===== config.mk =====
export PLATFORM = sky130hd
export DESIGN_NAME = down_sampler
export DESIGN_NICKNAME = d
export VERILOG_FILES = /design/src/rtl/down_sampler_pkg.sv /design/src/rtl/ds_line_buf.sv /design/src/rtl/down_sampler.sv
export SDC_FILE = /design/constraint.sdc
export NUM_CORES = 1
export LEC_CHECK = 0
export CAP_MARGIN = 30
export CORE_MARGIN = 1
export CORE_UTILIZATION = 50
export CTS_BUF_LIST = sky130_fd_sc_hd__clkbuf_4
export DETAILED_ROUTE_END_ITERATION = 10
export GPL_ROUTABILITY_DRIVEN = 0
export GPL_TIMING_DRIVEN = 0
export PLACE_DENSITY = 0.75
export SYNTH_ARGS = -nofsm -noshare
export SYNTH_HDL_FRONTEND = slang
export SYNTH_SLANG_ARGS = --single-unit

===== constraint.sdc =====
create_clock -name clk -period 3.3 [get_ports clk]
set_clock_uncertainty 0.2 [all_clocks]
set_input_delay 0.33 -clock clk [delete_from_list [all_inputs] [get_ports clk]]
set_output_delay 0.33 -clock clk [all_outputs]
set_load 0.1 [all_outputs]

===== src/rtl/down_sampler_pkg.sv =====
// Shared image-pipeline definitions: row-parity FSM encoding, default frame
// dimensions and a counter-width helper.
package down_sampler_pkg;

    localparam int IMG_WIDTH_DEF  = 1600;
    localparam int IMG_HEIGHT_DEF = 1200;
    localparam int PIX_W_DEF      = 8;

    typedef enum logic {
        ST_EVEN_ROW = 1'b0,
        ST_ODD_ROW  = 1'b1
    } row_state_e;

    function automatic int cnt_width(input int count);
        return (count <= 2) ? 1 : $clog2(count);
    endfunction

endpackage


===== src/rtl/ds_line_buf.sv =====
// Single-row pair-sum store for the averaging path: one write port and one
// registered read port whose data holds until the next read.
module ds_line_buf #(
    parameter int DEPTH  = 800,
    parameter int DATA_W = 9,
    parameter int ADDR_W = 10
) (
    input  logic              clk,
    input  logic              wr_en_i,
    input  logic [ADDR_W-1:0] wr_addr_i,
    input  logic [DATA_W-1:0] wr_data_i,
    input  logic              rd_en_i,
    input  logic [ADDR_W-1:0] rd_addr_i,
    output logic [DATA_W-1:0] rd_data_o
);

    logic [DATA_W-1:0] mem_q [DEPTH];
    logic [DATA_W-1:0] rd_data_q;

    // Contents are never cleared: each entry is written on an even row
    // before the following odd row reads it.
    always_ff @(posedge clk) begin
        if (wr_en_i) begin
            mem_q[wr_addr_i] <= wr_data_i;
        end
        if (rd_en_i) begin
            rd_data_q <= mem_q[rd_addr_i];
        end
    end

    assign rd_data_o = rd_data_q;

endmodule


===== src/rtl/down_sampler.sv =====
// 2x2 image down-sampler, one pixel per valid cycle, no backpressure.
// Define DOWN_SAMPLER_AVG_EN for 2x2 block averaging; otherwise decimates.
module down_sampler
    import down_sampler_pkg::*;
#(
    parameter int IMG_WIDTH  = IMG_WIDTH_DEF,
    parameter int IMG_HEIGHT = IMG_HEIGHT_DEF,
    parameter int PIX_W      = PIX_W_DEF
) (
    input  logic             clk,
    input  logic             rst_n,
    input  logic             valid,
    input  logic [PIX_W-1:0] din,
    output logic [PIX_W-1:0] dout,
    output logic             valid_out,
    output logic             eol_out,
    output logic             eof_out
);

    localparam int COL_W = cnt_width(IMG_WIDTH);
    localparam int ROW_W = cnt_width(IMG_HEIGHT);
    localparam logic [COL_W-1:0] COL_LAST = COL_W'(IMG_WIDTH - 1);
    localparam logic [ROW_W-1:0] ROW_LAST = ROW_W'(IMG_HEIGHT - 1);

    row_state_e       state_q, state_d;
    logic [COL_W-1:0] col_q, col_d;
    logic [ROW_W-1:0] row_q, row_d;
    logic             last_col, last_row;

    logic             blk_done, blk_eol, blk_eof;
    logic [PIX_W-1:0] blk_pix;

    logic [PIX_W-1:0] dout_q;
    logic             valid_out_q, eol_q, eof_q;

    assign last_col = (col_q == COL_LAST);
    assign last_row = (row_q == ROW_LAST);

    always_ff @(posedge clk) begin
        if (!rst_n) begin
            state_q <= ST_EVEN_ROW;
            col_q   <= '0;
            row_q   <= '0;
        end else begin
            state_q <= state_d;
            col_q   <= col_d;
            row_q   <= row_d;
        end
    end

    always_comb begin
        state_d = state_q;
        col_d   = col_q;
        row_d   = row_q;
        if (valid) begin
            if (last_col) begin
                col_d = '0;
                if (last_row) begin
                    row_d   = '0;
                    state_d = ST_EVEN_ROW;
                end else begin
                    row_d   = row_q + ROW_W'(1);
                    state_d = (state_q == ST_EVEN_ROW) ? ST_ODD_ROW : ST_EVEN_ROW;
                end
            end else begin
                col_d = col_q + COL_W'(1);
            end
        end
    end

`ifdef DOWN_SAMPLER_AVG_EN
    localparam int ADDR_W = COL_W - 1;
    localparam int SUM_W  = PIX_W + 2;

    logic [PIX_W-1:0] pix_a_q;
    logic             lb_wr_en, lb_rd_en;
    logic [PIX_W:0]   lb_wr_data, lb_rd_data;
    logic [SUM_W-1:0] blk_sum;

    // Left pixel of the current pair, captured on every even column.
    always_ff @(posedge clk) begin
        if (valid && !col_q[0]) begin
            pix_a_q <= din;
        end
    end

    assign lb_wr_en   = valid && (state_q == ST_EVEN_ROW) && col_q[0];
    assign lb_rd_en   = valid && (state_q == ST_ODD_ROW) && !col_q[0];
    assign lb_wr_data = (PIX_W+1)'(pix_a_q) + (PIX_W+1)'(din);

    ds_line_buf #(
        .DEPTH  (IMG_WIDTH / 2),
        .DATA_W (PIX_W + 1),
        .ADDR_W (ADDR_W)
    ) u_line_buf (
        .clk       (clk),
        .wr_en_i   (lb_wr_en),
        .wr_addr_i (col_q[COL_W-1:1]),
        .wr_data_i (lb_wr_data),
        .rd_en_i   (lb_rd_en),
        .rd_addr_i (col_q[COL_W-1:1]),
        .rd_data_o (lb_rd_data)
    );

    assign blk_sum = SUM_W'(lb_rd_data) + SUM_W'(pix_a_q) + SUM_W'(din) + SUM_W'(2);

    always_comb begin
        blk_done = valid && (state_q == ST_ODD_ROW) && col_q[0];
        blk_eol  = last_col;
        blk_eof  = last_col && last_row;
        blk_pix  = PIX_W'(blk_sum >> 2);
    end
`else
    localparam logic [COL_W-1:0] COL_EOL = COL_W'(IMG_WIDTH - 2);
    localparam logic [ROW_W-1:0] ROW_EOF = ROW_W'(IMG_HEIGHT - 2);

    always_comb begin
        blk_done = valid && (state_q == ST_EVEN_ROW) && !col_q[0];
        blk_eol  = (col_q == COL_EOL);
        blk_eof  = (col_q == COL_EOL) && (row_q == ROW_EOF);
        blk_pix  = din;
    end
`endif

    always_ff @(posedge clk) begin
        if (!rst_n) begin
            dout_q      <= '0;
            valid_out_q <= 1'b0;
            eol_q       <= 1'b0;
            eof_q       <= 1'b0;
        end else begin
            valid_out_q <= blk_done;
            eol_q       <= blk_done && blk_eol;
            eof_q       <= blk_done && blk_eof;
            if (blk_done) begin
                dout_q <= blk_pix;
            end
        end
    end

    assign dout      = dout_q;
    assign valid_out = valid_out_q;
    assign eol_out   = eol_q;
    assign eof_out   = eof_q;

endmodule


==> impl_metrics.ini <==
[yosys]
seq_area_frac_synth = 0.427
yosysTopAreaCell = dfxtp_1
ys_types = 36
synth_fp_nets = 188
synth.most_common_cell = dfxtp_1
netlist.area_leader.share = 0.427
yosys_warnings = 0
synthCells = 173
synth_area_leaders = dfxtp_1 (43%), mux2i_1 (5.7%), nand2_1 (4.0%)
syn_area_mm2 = 0.00159
synth.top_cells.by_count = dfxtp_1 (34), nand2_1 (17), nor2_1 (10)
synth_edf_count = 0
ys_async_sr_fraction = 0
avgSynthCellArea_um2 = 9.21
synth_flop_cell = dfxtp_1
ys_ff_latch = 34

[routing]
drtIter0Drc = 58
firstDrtPassIters = 4
drc_errors = 0
wirelength_um = 3390
vias = 1381
vias_per_cell = 5.64
ant_nets = 0
wire_per_inst_um = 13.8

[clocking]
clkLatencyLatePin_ns = 0.34
htreeDepth = 2
cts.clk_slew.worst_paths_ns = 0.10
cts-root-buf = clkbuf_4
cts.path.max_buffers = 2
post_cts_resized = 0
cts_buffers = 5
holdBufCountCts = 0
post-cts-setup-buffers = 0
cts_tree = yes
cts_sinks = 34

[floorplan]
fp.dieW_um = 58.4
initial_utilization = 0.526
fp-row-count = 20
chipHeight_um = 58.4
fp.dieArea_mm2 = 0.00342
core_mm2 = 0.00303
pin_count = 22

[final_layout]
diodes = 0
drive_gt1_frac = 0.0746
fillers = 258
fin_util = 0.628
nets = 215
area_growth_pct = 19.4
multiInputGateArea_um2 = 861
seqCellArea_um2 = 681
instances_no_fill = 245

[timing]
finalCritPeriodShare = 0.720
setup_tns_ns = 0
max-slew-margin-rel = 0.329
setup_viol = 0
rsz0062_at_grt = no
tightest_slew_ns = 1.00
hold_viol = 0
period_minus_slack_ns = 2.38
fmax_mhz = 421
maxSlewViolCount = 0

[power]
powerDensity_mw_per_mm2 = 408
p_leak_nw = 0.684
finalPower_w = 0.000777
ir_worst_vdd_mv = 0.286

[outcome]
status = finished, final reports clean

[setup_path]
crit_chain = clkdlybuf4s50_1
crit_family = buffers and inverters
end_kind = output pin
startpoint_type = flop
worst-path-buf-inv = 1
cp_slowest_cell = clkdlybuf4s50_1
critical_path_arrival_ns = 1.85
path_max_fanout = 2
worstPathRequired_ns = 2.77
cpPeakStageDelay_ns = 1.14
crit_type = flop to output pin

[placed_design]
dp_cells = 237
place_hpwl_um = 2390
port_buffers = 20

[global_route]
grt_pass1_vias = 1339
grt_pass1_wl_um = 5910
grt_max_degree = 11
grt-ovfl-total = 0
grt_use_total = 0.232
antenna_found_initial = 0

[hold_path]
hold_path.class = input port to flop

[run]
maxCapViolations = 0
==> final cells by class <==
class                      instances  area share
buffer                             9      0.0230
clock buffer                       6      0.0237
clock inverter                     2     0.00461
inverter                           2     0.00395
multi-input combinational        128       0.453
sequential                        34       0.358
tap                               44      0.0289
timing repair buffer              20       0.105
==> logic make-up (layout without fill, tap and decap cells) <==
group / count (synthesis) / after routing / synth area share
and+or+nand+nor: 84 / 84 / 0.315
DFF: 34 / 34 / 0.427
AOI/OAI and AO/OA: 20 / 20 / 0.0770
xor gates and xnor gates: 11 / 11 / 0.0605
buffers and inverters: 11 / 39 / 0.0322
muxes: 9 / 9 / 0.0566
adders and majority gates: 4 / 4 / 0.0314
==> power breakdown <==
| group | internal [W] | leakage [nW] | switching [W] |
|---|---|---|---|
| registers | 0.000420 | 0.276 | 0.00000773 |
| clock network | 0.0000882 | 0.0331 | 0.000140 |
| logic | 0.0000405 | 0.375 | 0.0000805 |
| total | 0.000549 | 0.684 | 0.000228 |
==> worst register-to-register path, stage by stage (launching register included) <==
cell     delay [ns]
dfxtp_1        0.44
ha_1           0.25
and4_2         0.31
and3_1         0.16
buf_2          0.16
nand2_1        0.12
o32ai_1        0.28
==> cells in the final DEF (no fill, tap or decap), types with 2 or more instances in the layout <==
master           instances
nand3_1                  9
clkbuf_1                 5
nand4b_1                 3
buf_2                    2
ha_1                     4
clkdlybuf4s50_1         20
clkbuf_4                 6
and3b_1                  2
o22ai_1                  5
and2_1                   4
o21ai_0                  2
nor2b_1                  9
mux2i_1                  9
and4_1                   6
and3_1                   4
inv_1                    2
xor2_1                   7
a31oi_1                  2
xnor2_1                  4
buf_4                    2
dfxtp_1                 34
nand3b_1                 3
nand2_1                 17
a21oi_1                  6
nand4_1                  8
a21boi_0                 3
nor2_1                  10
==> flip-flops by register name, summed over array words and instances (netlist names) <==
signal and cells:
col_q 11, dout 8, eof_out 1, eol_out 1, row_q 11, state_q 1
valid_out 1
==> worst paths after layout <==
path	from	endpoint	slack [ns]	depth (start not counted)
worst max-delay path	dout[2]	dout[2]	0.92	1
worst min-delay path	valid	col_q[0]	0.12	3
worst max register to register	col_q[0]	row_q[3]	1.31	6
worst min register to register	row_q[10]	row_q[10]	0.29	2
==> metrics by stage <==
stage	setup WS, ns	area [um2]	hold WS [ns]
after floorplan	1.49	1590	0.249
after global placement	1.23	1850	0.271
after detailed placement	1.23	1850	0.280
after CTS	0.917	1900	0.107
after global routing	0.874	1900	0.124
final	0.923	1900	0.116
==> per-layer routing <==
layer  track usage  wire length, um  vias up  share of wire
li1              -                -      675              -
met1         0.279             1540      650           0.45
met2         0.365             1590       46           0.47
met3        0.0637              177       10          0.052
met4         0.150               81        0          0.024
met5             0                0        -              0
No activity file was read; power rests on OpenSTA's default activity.
==> edit 1, RTL diff (config.mk and constraints unchanged) <==
`IMG_HEIGHT_DEF`: 1200 -> 2400.
--- a/src/rtl/down_sampler_pkg.sv
+++ b/src/rtl/down_sampler_pkg.sv
@@ -3,7 +3,7 @@
 package down_sampler_pkg;
 
     localparam int IMG_WIDTH_DEF  = 1600;
-    localparam int IMG_HEIGHT_DEF = 1200;
+    localparam int IMG_HEIGHT_DEF = 2400;
     localparam int PIX_W_DEF      = 8;
 
     typedef enum logic {
Behaviour: same outputs for any inputs over 10 cycles, from zero or initial values and one cycle with rst_n low; that may be too few to reach the edited logic, so the function may still have changed.
==> edit 1 against the original RTL <==
Design area grew 2.0%; setup slack gained 0.013 ns; via count grew 1.2%; wire length shrank 5.3%; maximum frequency grew 0.55%; non-clock buffer count shrank 2; power grew 1.2%; area after synthesis grew 2.5%; sequential cell count grew 1; critical path type unchanged; largest cell class unchanged; highest routed layer unchanged.
==> edit 1: results (changes against the original RTL) <==
- Following the worst setup path forward leads to its endpoint at dout[1].
- The proportion of final cell area spent on non-clock buffers came to 0.120 (-0.00837).
- The first element of the critical path is dout[1].
- The peak supply drop is 0.331 mV (+16%).
- The hold path endpoint is col_q[0].
- The estimated wirelength of the detail-placed design is 2.36 mm (-1.3%).
- In the post-synthesis netlist, the biggest area contributors are sky130_fd_sc_hd__dfxtp_1 43%, sky130_fd_sc_hd__nor2_1 6.0%, sky130_fd_sc_hd__mux2i_1 5.5%, sky130_fd_sc_hd__xnor2_1 3.8%, sky130_fd_sc_hd__nand3_1 3.7%.
- The post-layout net count is 224 (+4.2%).
- The leakage dissipation was 0.662 nW (-3.2%).
- The sequential share of cell area is 0.361 (+0.00316).
- The average vias per placed instance was 5.50 (-2.4%).
- The number of inserted filler cells in the final layout was 272 (+5.4%).
- The count of inverters other than clock inverters in the layout is 6 (+4).
- The post-synthesis compound-gate area fraction came to 0.0989 (+0.0219).
- The multiplexer share of the synthesized area is 0.0552 (-0.00139).
- The count of routing violations after the opening detailed-route iteration is 102 (+76%).
- The core occupancy in the finished layout is 0.630 (+0.00239).
- The number of combinational gates with multiple inputs came to 134 (+4.7%).
- The number of clock buffers in the layout is 5 (-1).
- The adder-cell area share of the yosys netlist is 0.0307 (-0.000770).
- The tightest hold margin is 0.147 ns (+0.0312 ns).
- The number of antenna cells inserted is 0 (unchanged).
- The via count of the first global-routing pass is 1266 (-5.5%).
- The proportion of cell area spent on the clock network is 0.0271 (-0.00121).
- In the synthesized netlist, the cells that appear most often are 35 x sky130_fd_sc_hd__dfxtp_1, 26 x sky130_fd_sc_hd__nor2_1, 16 x sky130_fd_sc_hd__nand2_1.
- The wire length after detailed routing was 3.21 mm (-5.3%).
- The total of plain and repair buffers excluding clock buffers is 27 (-6.9%).
- The total number of clock tree sinks is 35 (+2.9%).
- The pin count of the biggest net entering global routing came to 12 (+1).
- The endpoint of the worst register-to-register path is row_q[7].
- The global-route wire length before repair is 5.60 mm (-5.4%).
- The worst reg-to-reg setup slack is 1.07 ns (-0.24 ns).
- The maximum fanout along the worst path is 2 (unchanged).
- The post-synthesis cell type count was 38 (+5.6%).
- The share of post-route cells with drive strength above 1 was 0.0905 (+0.0158).
- The number of iterations in the first detailed-routing pass is 4 (unchanged).
- The share of the yosys chip area belonging to registers came to 0.429 (+0.00178).
- The run finished with clean final reports.
- The global-route usage over all layers came to 0.216 (-0.0162).
- The worst-case setup margin in the final layout came to 0.936 ns (+0.0131 ns).
- The fraction of synthesized cell area in xor and xnor cells came to 0.0644 (+0.00388).
- The number of nets in the synthesized netlist is 197 (+4.8%).
- The tightest slew margin relative to the limit is 0.350 (+0.0208).
- The register name with the most flops is row_q.
- The multi-input gate share of the layout cell area is 0.452 (-0.000666).
## edit 1: where the power goes
group	switching (W)	total [W]	leakage, nW	internal, W
Clock	0.000144	0.000222	0.0263	0.0000780
Sequential	0.00000693	0.000439	0.284	0.000432
Combinational	0.0000845	0.000124	0.352	0.0000400
## edit 1: per-stage QoR
stage,total power [W],area [µm²],cells
floorplan,0.000539,1630,182
global placement,0.000572,1890,246
detailed placement,0.000574,1890,246
CTS,0.000793,1940,254
global route,0.000823,1940,254
finish,0.000786,1940,254
## edit 1: cells by family (layout without fill, tap and decap cells)
family | Yosys count | in the layout
AND/OR/NAND/NOR | 88 | 88
flip-flops | 35 | 35
XOR/XNOR | 12 | 12
multiplexers | 9 | 9
buffers and inverters | 13 | 41
AO/OA/AOI/OAI | 21 | 21
adder cells (fa/ha/maj) | 4 | 4
## edit 1: layer usage
metal | track usage | share of wire
met3 | 0.0590 | 0.043
met2 | 0.333 | 0.48
met1 | 0.279 | 0.46
met4 | 0.102 | 0.019
met5 | 0 | 0
==> edit 2, RTL diff (same settings) <==
Made on the original files. Put one more register stage on the output `dout`, cleared by the reset. The value now appears one clock later. The other outputs are not delayed to match.
--- a/src/rtl/down_sampler.sv
+++ b/src/rtl/down_sampler.sv
@@ -138,7 +138,13 @@
         end
     end
 
-    assign dout      = dout_q;
+    always_ff @(posedge clk) begin
+        if (!rst_n) begin
+            dout <= '0;
+        end else begin
+            dout <= dout_q;
+        end
+    end
     assign valid_out = valid_out_q;
     assign eol_out   = eol_q;
     assign eof_out   = eof_q;
Behaviour: not the same (a bounded check fails within 4 cycles, from zero or initial values and one cycle with rst_n low).
==> edit 2 against the original RTL <==
Combinational power barely moved; area after synthesis increased by 7.3%; power rose by 19%; wire length is essentially flat; sequential share of layout area rose by 5.7 points; die area increased by 7.1%; sequential cell count up 8; design area is 6.5% higher; setup slack gained 0.010 ns; global-route usage is 1.4 points lower; final cell count is 3.3% higher.
==> edit 2: results (changes against the original RTL) <==
- In this run the critical register-to-register path is captured at row_q[10].
- The number of combinational gates with multiple inputs is 126 (-1.6%).
- The upper clock frequency limit is 422 MHz (+0.43%).
- The net switching component of the power is 0.000269 W (+18%).
- The share of post-route cells with drive strength above 1 came to 0.0766 (+0.00193).
- The post-layout net count was 223 (+3.7%).
- The count of routing violations after the opening detailed-route iteration is 57 (-1.7%).
- The met3 routing resource usage after global routing came to 0.0448 (-0.0190).
- The flow ran to the end, and the final reports show no timing, DRC or antenna violations.
- The via count of the first global-routing pass is 1291 (-3.6%).
- The worst reg-to-reg setup slack came to 0.95 ns (-0.36 ns).
- The estimated wirelength of the detail-placed design came to 2.47 mm (+3.7%).
- The proportion of netlist area held by the largest area contributor is 0.492 (+0.0646).
- The number of nets in the synthesized netlist came to 196 (+4.3%).
- The instance area after placement is 1960 µm² (+6.3%).
- The global routing met1 resource utilization is 0.261 (-0.0182).
- The routed metal-1 wire length is 1.60 mm (+4.1%).
- The tightest slew margin relative to the limit is 0.349 (+0.0202).
- The proportion of cell area spent on the clock network was 0.0303 (+0.00198).
- The clock transition at the registers of the reported paths is 0.13 ns (+0.03 ns).
- The length in cells of the worst reg-to-reg path is 4 (-2).
- The pin count of the biggest net entering global routing was 16 (+5).
- The fraction of synthesized cell area in xor and xnor cells is 0.0512 (-0.00924).
- The global-route usage over all layers is 0.218 (-0.0137).
- The sequential share of cell area is 0.415 (+0.0572).
- The number of inserted filler cells in the final layout is 285 (+10%).
- The post-synthesis cell type count is 39 (+8.3%).
- The global-route wire length before repair is 5.82 mm (-1.5%).
- The average vias per placed instance is 5.48 (-2.7%).
- The proportion of final cell area spent on non-clock buffers is 0.114 (-0.0140).
- The global routing usage on met2 was 0.374 (+0.00909).
-- edit 2: cell types whose count changed in the layout (fill, tap and decap cells not counted), sizes merged, moves of 5 or more --
cell / change
inv: +5
mux2i: -9
dfxtp: +8
nand2: -6
o21ai: +6
and2: +5
nor2b: -8
o22ai: -5
nor3: +7
o22a: +8
-- edit 2: worst min-delay path, stage by stage --
cell                      delay [ns]
sky130_fd_sc_hd__buf_6          0.10
sky130_fd_sc_hd__xnor2_1        0.08
sky130_fd_sc_hd__nor2_1         0.07
-- edit 2: per-stage QoR --
stage               setup WS (ns)  instances  utilization  hold WS [ns]
global route                0.824        253        0.642        0.0463
finish                      0.933        253        0.642        0.0511
global placement             1.03        245        0.623         0.234
floorplan                    1.21        181            -         0.229
detailed placement          0.996        245        0.623         0.241
CTS                         0.906        253        0.642        0.0482
